$ cat src/rtl/delay_timer_if.sv
// Interface bundling the delay timer's control inputs and status outputs.
// The master side (controller) drives the delay value, trigger, mode and
// cancel; the slave side (the timer) drives the expiry pulse, busy and the
// remaining tick count.
interface delay_timer_if #(
    parameter int WIDTH = 14
);
    logic [WIDTH-1:0] n;
    logic             trigger;
    logic             periodic;
    logic             cancel;
    logic             time_out;
    logic             busy;
    logic [WIDTH-1:0] count;

    modport master (
        output n,
        output trigger,
        output periodic,
        output cancel,
        input  time_out,
        input  busy,
        input  count
    );

    modport slave (
        input  n,
        input  trigger,
        input  periodic,
        input  cancel,
        output time_out,
        output busy,
        output count
    );
endinterface

$ cat src/rtl/delay_timer.sv
// Retriggerable delay / interval timer.
// A rising edge on trigger loads n and starts counting prescaled ticks; after
// (n+1) ticks time_out pulses for one clk. Periodic mode reloads without a gap
// cycle. cancel has priority over everything, including a coincident expiry.
module delay_timer #(
    parameter int WIDTH    = 14,
    parameter int PRESCALE = 1,
    parameter int RETRIG   = 0
) (
    input  logic         clk,
    input  logic         rst_n,
    delay_timer_if.slave bus
);
    // Prescaler needs at least one bit even when every clk is a tick.
    localparam int PW = (PRESCALE > 1) ? $clog2(PRESCALE) : 1;
    localparam logic [PW-1:0] PS_LAST = PW'(PRESCALE - 1);

    typedef enum logic {
        IDLE = 1'b0,
        RUN  = 1'b1
    } state_t;

    state_t           state_reg,     state_next;
    logic [WIDTH-1:0] count_reg,     count_next;
    logic [WIDTH-1:0] n_lat_reg,     n_lat_next;
    logic             mode_lat_reg,  mode_lat_next;
    logic [PW-1:0]    prescaler_reg, prescaler_next;
    logic             trig_q_reg;
    logic             time_out_reg,  time_out_next;

    logic start_edge;
    logic tick;

    assign start_edge = bus.trigger & ~trig_q_reg;
    assign tick       = (prescaler_reg == PS_LAST);

    // State and datapath registers; trig_q resets high so a trigger held
    // across reset release is not mistaken for a start edge.
    always_ff @(posedge clk or negedge rst_n) begin
        if (!rst_n) begin
            state_reg     <= IDLE;
            count_reg     <= '0;
            n_lat_reg     <= '0;
            mode_lat_reg  <= 1'b0;
            prescaler_reg <= '0;
            trig_q_reg    <= 1'b1;
            time_out_reg  <= 1'b0;
        end else begin
            state_reg     <= state_next;
            count_reg     <= count_next;
            n_lat_reg     <= n_lat_next;
            mode_lat_reg  <= mode_lat_next;
            prescaler_reg <= prescaler_next;
            trig_q_reg    <= bus.trigger;
            time_out_reg  <= time_out_next;
        end
    end

    // Next-state logic: start/cancel in IDLE, tick counting, expiry, reload
    // and optional retrigger in RUN.
    always_comb begin
        state_next     = state_reg;
        count_next     = count_reg;
        n_lat_next     = n_lat_reg;
        mode_lat_next  = mode_lat_reg;
        prescaler_next = prescaler_reg;
        time_out_next  = 1'b0;

        unique case (state_reg)
            IDLE: begin
                if (start_edge && !bus.cancel) begin
                    state_next     = RUN;
                    count_next     = bus.n;
                    n_lat_next     = bus.n;
                    mode_lat_next  = bus.periodic;
                    prescaler_next = '0;
                end
            end

            RUN: begin
                if (bus.cancel) begin
                    // Abort silently, even on what would have been the expiry tick.
                    state_next     = IDLE;
                    count_next     = '0;
                    prescaler_next = '0;
                end else begin
                    prescaler_next = tick ? '0 : prescaler_reg + PW'(1);
                    if (tick) begin
                        if (count_reg != '0) begin
                            count_next = count_reg - WIDTH'(1);
                        end else begin
                            time_out_next = 1'b1;
                            if (mode_lat_reg) begin
                                count_next = n_lat_reg;
                            end else begin
                                state_next = IDLE;
                            end
                        end
                    end
                    // A retrigger reloads on top of whatever the tick did, so a
                    // coincident expiry still pulses but the timer keeps running.
                    if (RETRIG != 0 && start_edge) begin
                        state_next     = RUN;
                        count_next     = bus.n;
                        n_lat_next     = bus.n;
                        mode_lat_next  = bus.periodic;
                        prescaler_next = '0;
                    end
                end
            end

            default: begin
                state_next = IDLE;
            end
        endcase
    end

    assign bus.time_out = time_out_reg;
    assign bus.busy     = (state_reg == RUN);
    assign bus.count    = count_reg;

endmodule

$ cat src/flat_wrapper.sv
// flat-port wrapper written by rule: the top's interface ports become plain ports
module delay_timer_flat 
#(
    parameter int WIDTH    = 14,
    parameter int PRESCALE = 1,
    parameter int RETRIG   = 0
)
  (clk, rst_n, bus_n, bus_trigger, bus_periodic, bus_cancel, bus_time_out, bus_busy, bus_count);
  delay_timer_if #(.WIDTH(WIDTH)) bus_i ();
  input  logic clk;
  input  logic rst_n;
  input wire logic [$bits(bus_i.n)-1:0] bus_n;
  input wire logic [$bits(bus_i.trigger)-1:0] bus_trigger;
  input wire logic [$bits(bus_i.periodic)-1:0] bus_periodic;
  input wire logic [$bits(bus_i.cancel)-1:0] bus_cancel;
  output wire logic [$bits(bus_i.time_out)-1:0] bus_time_out;
  output wire logic [$bits(bus_i.busy)-1:0] bus_busy;
  output wire logic [$bits(bus_i.count)-1:0] bus_count;
  assign bus_i.n = bus_n;
  assign bus_i.trigger = bus_trigger;
  assign bus_i.periodic = bus_periodic;
  assign bus_i.cancel = bus_cancel;
  assign bus_time_out = bus_i.time_out;
  assign bus_busy = bus_i.busy;
  assign bus_count = bus_i.count;
  delay_timer #(.WIDTH(WIDTH), .PRESCALE(PRESCALE), .RETRIG(RETRIG)) u_core (.clk(clk), .rst_n(rst_n), .bus(bus_i));
endmodule
$ cat config.mk
export PLATFORM = sky130hd
export DESIGN_NAME = delay_timer_flat
export DESIGN_NICKNAME = d
export VERILOG_FILES = /design/src/rtl/delay_timer_if.sv /design/src/rtl/delay_timer.sv /design/src/flat_wrapper.sv
export SDC_FILE = /design/constraint.sdc
export NUM_CORES = 1
export LEC_CHECK = 0
export ABC_AREA = 1
export BUFFER_PORTS_ARGS = -buffer_cell sky130_fd_sc_hd__buf_2
export CAP_MARGIN = 25
export CORE_ASPECT_RATIO = 1.25
export CORE_MARGIN = 1
export CORE_UTILIZATION = 25
export CTS_BUF_LIST = sky130_fd_sc_hd__clkbuf_8
export CTS_CLUSTER_SIZE = 28
export DETAILED_ROUTE_END_ITERATION = 12
export GPL_TIMING_DRIVEN = 0
export PLACE_DENSITY = 0.42
export SLEW_MARGIN = 20
export SYNTH_ARGS = -nofsm -noshare
export SYNTH_HDL_FRONTEND = slang
export SYNTH_SLANG_ARGS = --single-unit
$ cat constraint.sdc
create_clock -name clk -period 1.5 [get_ports clk]
set_input_delay 0.3 -clock clk [delete_from_list [all_inputs] [get_ports clk]]
set_output_delay 0.3 -clock clk [all_outputs]
set_load 0.01 [all_outputs]
==> results.toml <==
[flow_run]
drv_cap = 0

[routing]
wire_per_inst_um = 14.3
drt_wl_total_um = 5840
final_antenna_net_count = 0
dr_total_vias = 1839
route.detailed.drc = 0
drt-pass1-iter-count = 4
viasPerCell = 4.51
drtIter0Drc = 69

[critical_path]
worstSetupEndpointType = "flip-flop"
critPathRequiredTime_ps = 1730
r2r_cells = 11
path_class = "flip-flop to flip-flop"
cp_num_buf_inv = 2
reg2reg_from = "u_core.bus.count[7]$_DFFE_PN0P_"
slowest_stage = "dfrtp_2"
crit_path_start_kind = "flip-flop"
critPathTopFamily = "simple AND/OR/NAND/NOR gates"
r2r-end = "u_core.bus.count[5]$_DFFE_PN0P_"
reg2reg_setup_slack_ps = -240
critPathMaxFanout = 10
slowest_delay_ps = 460
path_cells = "nor2_1, nand2_2, nor2_8, buf_4, nand3_4, nor2_4, nand2_2, nand2_4, buf_8, nand2_1, nand2_1"
critical_path_arrival_ps = 1960

[clock_network]
cts_buffers = 5
holdBufCountCts = 0
clkSlewWorstSetupHoldPaths_ps = 70
cts_tree = "yes"
clk_path_buf_depth = 2
clkSinkCount = 32
clockRootBuffer = "clkbuf_8"
htreeDepth = 2
insertion_delay_ps = 290

[sta]
fmaxAchievable_ghz = 0.575
skew_ps = 10.6
finalCritPeriodShare_pct = 116
slew_headroom_pct = 47.9
rsz0062_at_grt = "yes"
worstMarginPinSlew_ps = 781
worst_slack_ps = -239
hold_viol = 0
min_period_ps = 1740
holdWs_ps = 84.4
setup_viol = 16
slew_violations = 0

[floorplanning]
dieArea_um2 = 8110
die_w_um = 80.7
start_util_pct = 26.0
ios = 35
core_area_um2 = 7440
die_h_um = 100
num_rows = 35

[yosys]
syn_area_per_cell_um2 = 7.69
async_flop_share_pct = 100
yosysUniqueCellTypes = 27
synth_compound_area_share_pct = 4.07
synthCells = 252
ys.flop_type = "dfrtp_1"
synth_nets = 272
synth_top_family_by_area = "simple AND/OR/NAND/NOR gates"
synth-edff-count = 0
synth_mux_area_share_pct = 6.40
synth_xor_area_share_pct = 2.71
seq_area_frac_synth_pct = 41.4
yosysWarnings = 0
syn_area_um2 = 1940
synth_adder_area_share_pct = 0.646
synthSimpleGateAreaFrac_pct = 38.0
yosys_register_bits = 32

[grt]
grt_max_degree = 33
overflow = 0
grt_pass1_wl_um = 9530
grt_usage_pct = 16.1
grt_pass1_vias = 1845
antenna_found_initial = 0

[placed_design]
io_buffer_count = 34
gp_congestion = 0.792
dp_hpwl_um = 4090

[cells_and_area]
final_cell_mix = "nand2_1, buf_2, dfrtp_1"
nets = 335
n_antenna_cell = 0
postLayoutCoreUtil_pct = 35.3
area_delta_synth_final_pct = 35.8
final_common_cell = "nand2_1"
drive_gt1_share_pct = 38.6

[worst_hold_path]
holdCritPathClass = "primary input to async pin"

[pwr]
power_switching_mw = 2.17
p_int_mw = 2.85
peakVddDrop_mv = 0.464
leakage_nw = 1.36
combPwrFrac_pct = 49.7
switching_share_pct = 43.2
p_clk_share_pct = 18.4
power_density_nw_per_um2 = 1910
seqPwrFrac_pct = 31.9

[status]
failed_checks = "negative setup slack"
status = "finished, violations left"
## worst max path at each step
stage	from	endpoint	slack [ps]	depth (start not counted)
6_report	u_core.bus.count[7]$_DFFE_PN0P_	u_core.bus.count[5]$_DFFE_PN0P_	-240	11
5_1_grt	u_core.bus.count[0]$_DFFE_PN0P_	u_core.bus.count[9]$_DFFE_PN0P_	-340	12
4_1_cts	u_core.bus.count[0]$_DFFE_PN0P_	u_core.bus.count[0]$_DFFE_PN0P_	-240	11
3_5_place_dp	u_core.bus.count[0]$_DFFE_PN0P_	u_core.bus.count[9]$_DFFE_PN0P_	-280	10
3_3_place_gp	u_core.bus.count[0]$_DFFE_PN0P_	u_core.bus.count[9]$_DFFE_PN0P_	-290	10
2_1_floorplan	u_core.bus.count[1]$_DFFE_PN0P_	u_core.bus.count[12]$_DFFE_PN0P_	-30	10
## cells by family (layout without fill, tap and decap cells)
group / count (synthesis) / in the layout
adder cells (fa/ha/maj): 1 / 1
AND/OR/NAND/NOR: 157 / 158
buffers and inverters: 31 / 94
XOR/XNOR: 6 / 6
multiplexers: 11 / 11
AO/OA/AOI/OAI: 14 / 14
flip-flops: 32 / 32
## synth_stat cells, types with 2 or more instances
| master | n | area [um2] |
|---|---|---|
| nand2_1 | 90 | 338 |
| dfrtp_1 | 31 | 776 |
| nand3_1 | 27 | 135 |
| nor2_1 | 24 | 90.1 |
| inv_1 | 21 | 78.8 |
| mux2_2 | 11 | 124 |
| o21ai_0 | 7 | 35.0 |
| xor2_1 | 6 | 52.6 |
| inv_2 | 4 | 15.0 |
| a21oi_1 | 3 | 15.0 |
| nand2_2 | 3 | 18.8 |
| nand4_1 | 3 | 18.8 |
| buf_2 | 2 | 10.0 |
| clkbuf_1 | 2 | 7.51 |
| nand2_4 | 2 | 22.5 |
| nor2_2 | 2 | 12.5 |
| nor2_4 | 2 | 22.5 |
| nor2_8 | 2 | 40.0 |
| o22ai_1 | 2 | 12.5 |
## per-layer routing
metal	GRT usage, %	wire length [um]	part of all wire (%)
met1	19.9	2620	45
met2	27.2	2920	50
met3	2.64	163	2.8
met4	6.87	129	2.2
met5	0	0	0
## power groups by stage
stage,Sequential (mW),Clock (mW),Combinational (mW)
after floorplan,1.59,0,1.42
after global placement,1.60,0,2.08
after detailed placement,1.61,0,2.08
after CTS,1.58,0.957,2.40
after global routing,1.65,0.997,2.79
final,1.60,0.927,2.50
## timing repair
action                                  4_1_cts  5_1_grt
endpoints found under the setup margin       25       17
pin swaps                                    11        7
resized for setup                            19       11
setup buffers                                15        5
gates cloned                                  2        0
## worst register-to-register path, delay by kind of cell (launching register included)
family / cells / cell delay (ps)
and+or+nand+nor: 9 / 930
DFF: 1 / 460
buffers and inverters: 2 / 290
## cell type report
cell class                      instances  area [um2]
Buffer                                  6        47.5
Clock buffer                            7        96.3
Clock inverter                          1        30.0
Fill cell                             841        4810
Inverter                               25        96.3
Multi-Input combinational cell        190        1110
Sequential cell                        32         807
Tap cell                               92         115
Timing Repair Buffer                   55         329
## metrics by stage
step           cell area, um2  instances  setup WS, ps  TNS [ps]  power [mW]
5_1_grt                  2630        408          -337     -4630        5.44
6_report                 2630        408          -239     -3070        5.02
3_3_place_gp             2240        378          -293     -3320        3.68
3_5_place_dp             2240        378          -282     -3410        3.69
2_1_floorplan            1950        252         -30.7      -284        3.01
4_1_cts                  2560        403          -236     -2890        4.94
Power figures use the tool's default switching activity.
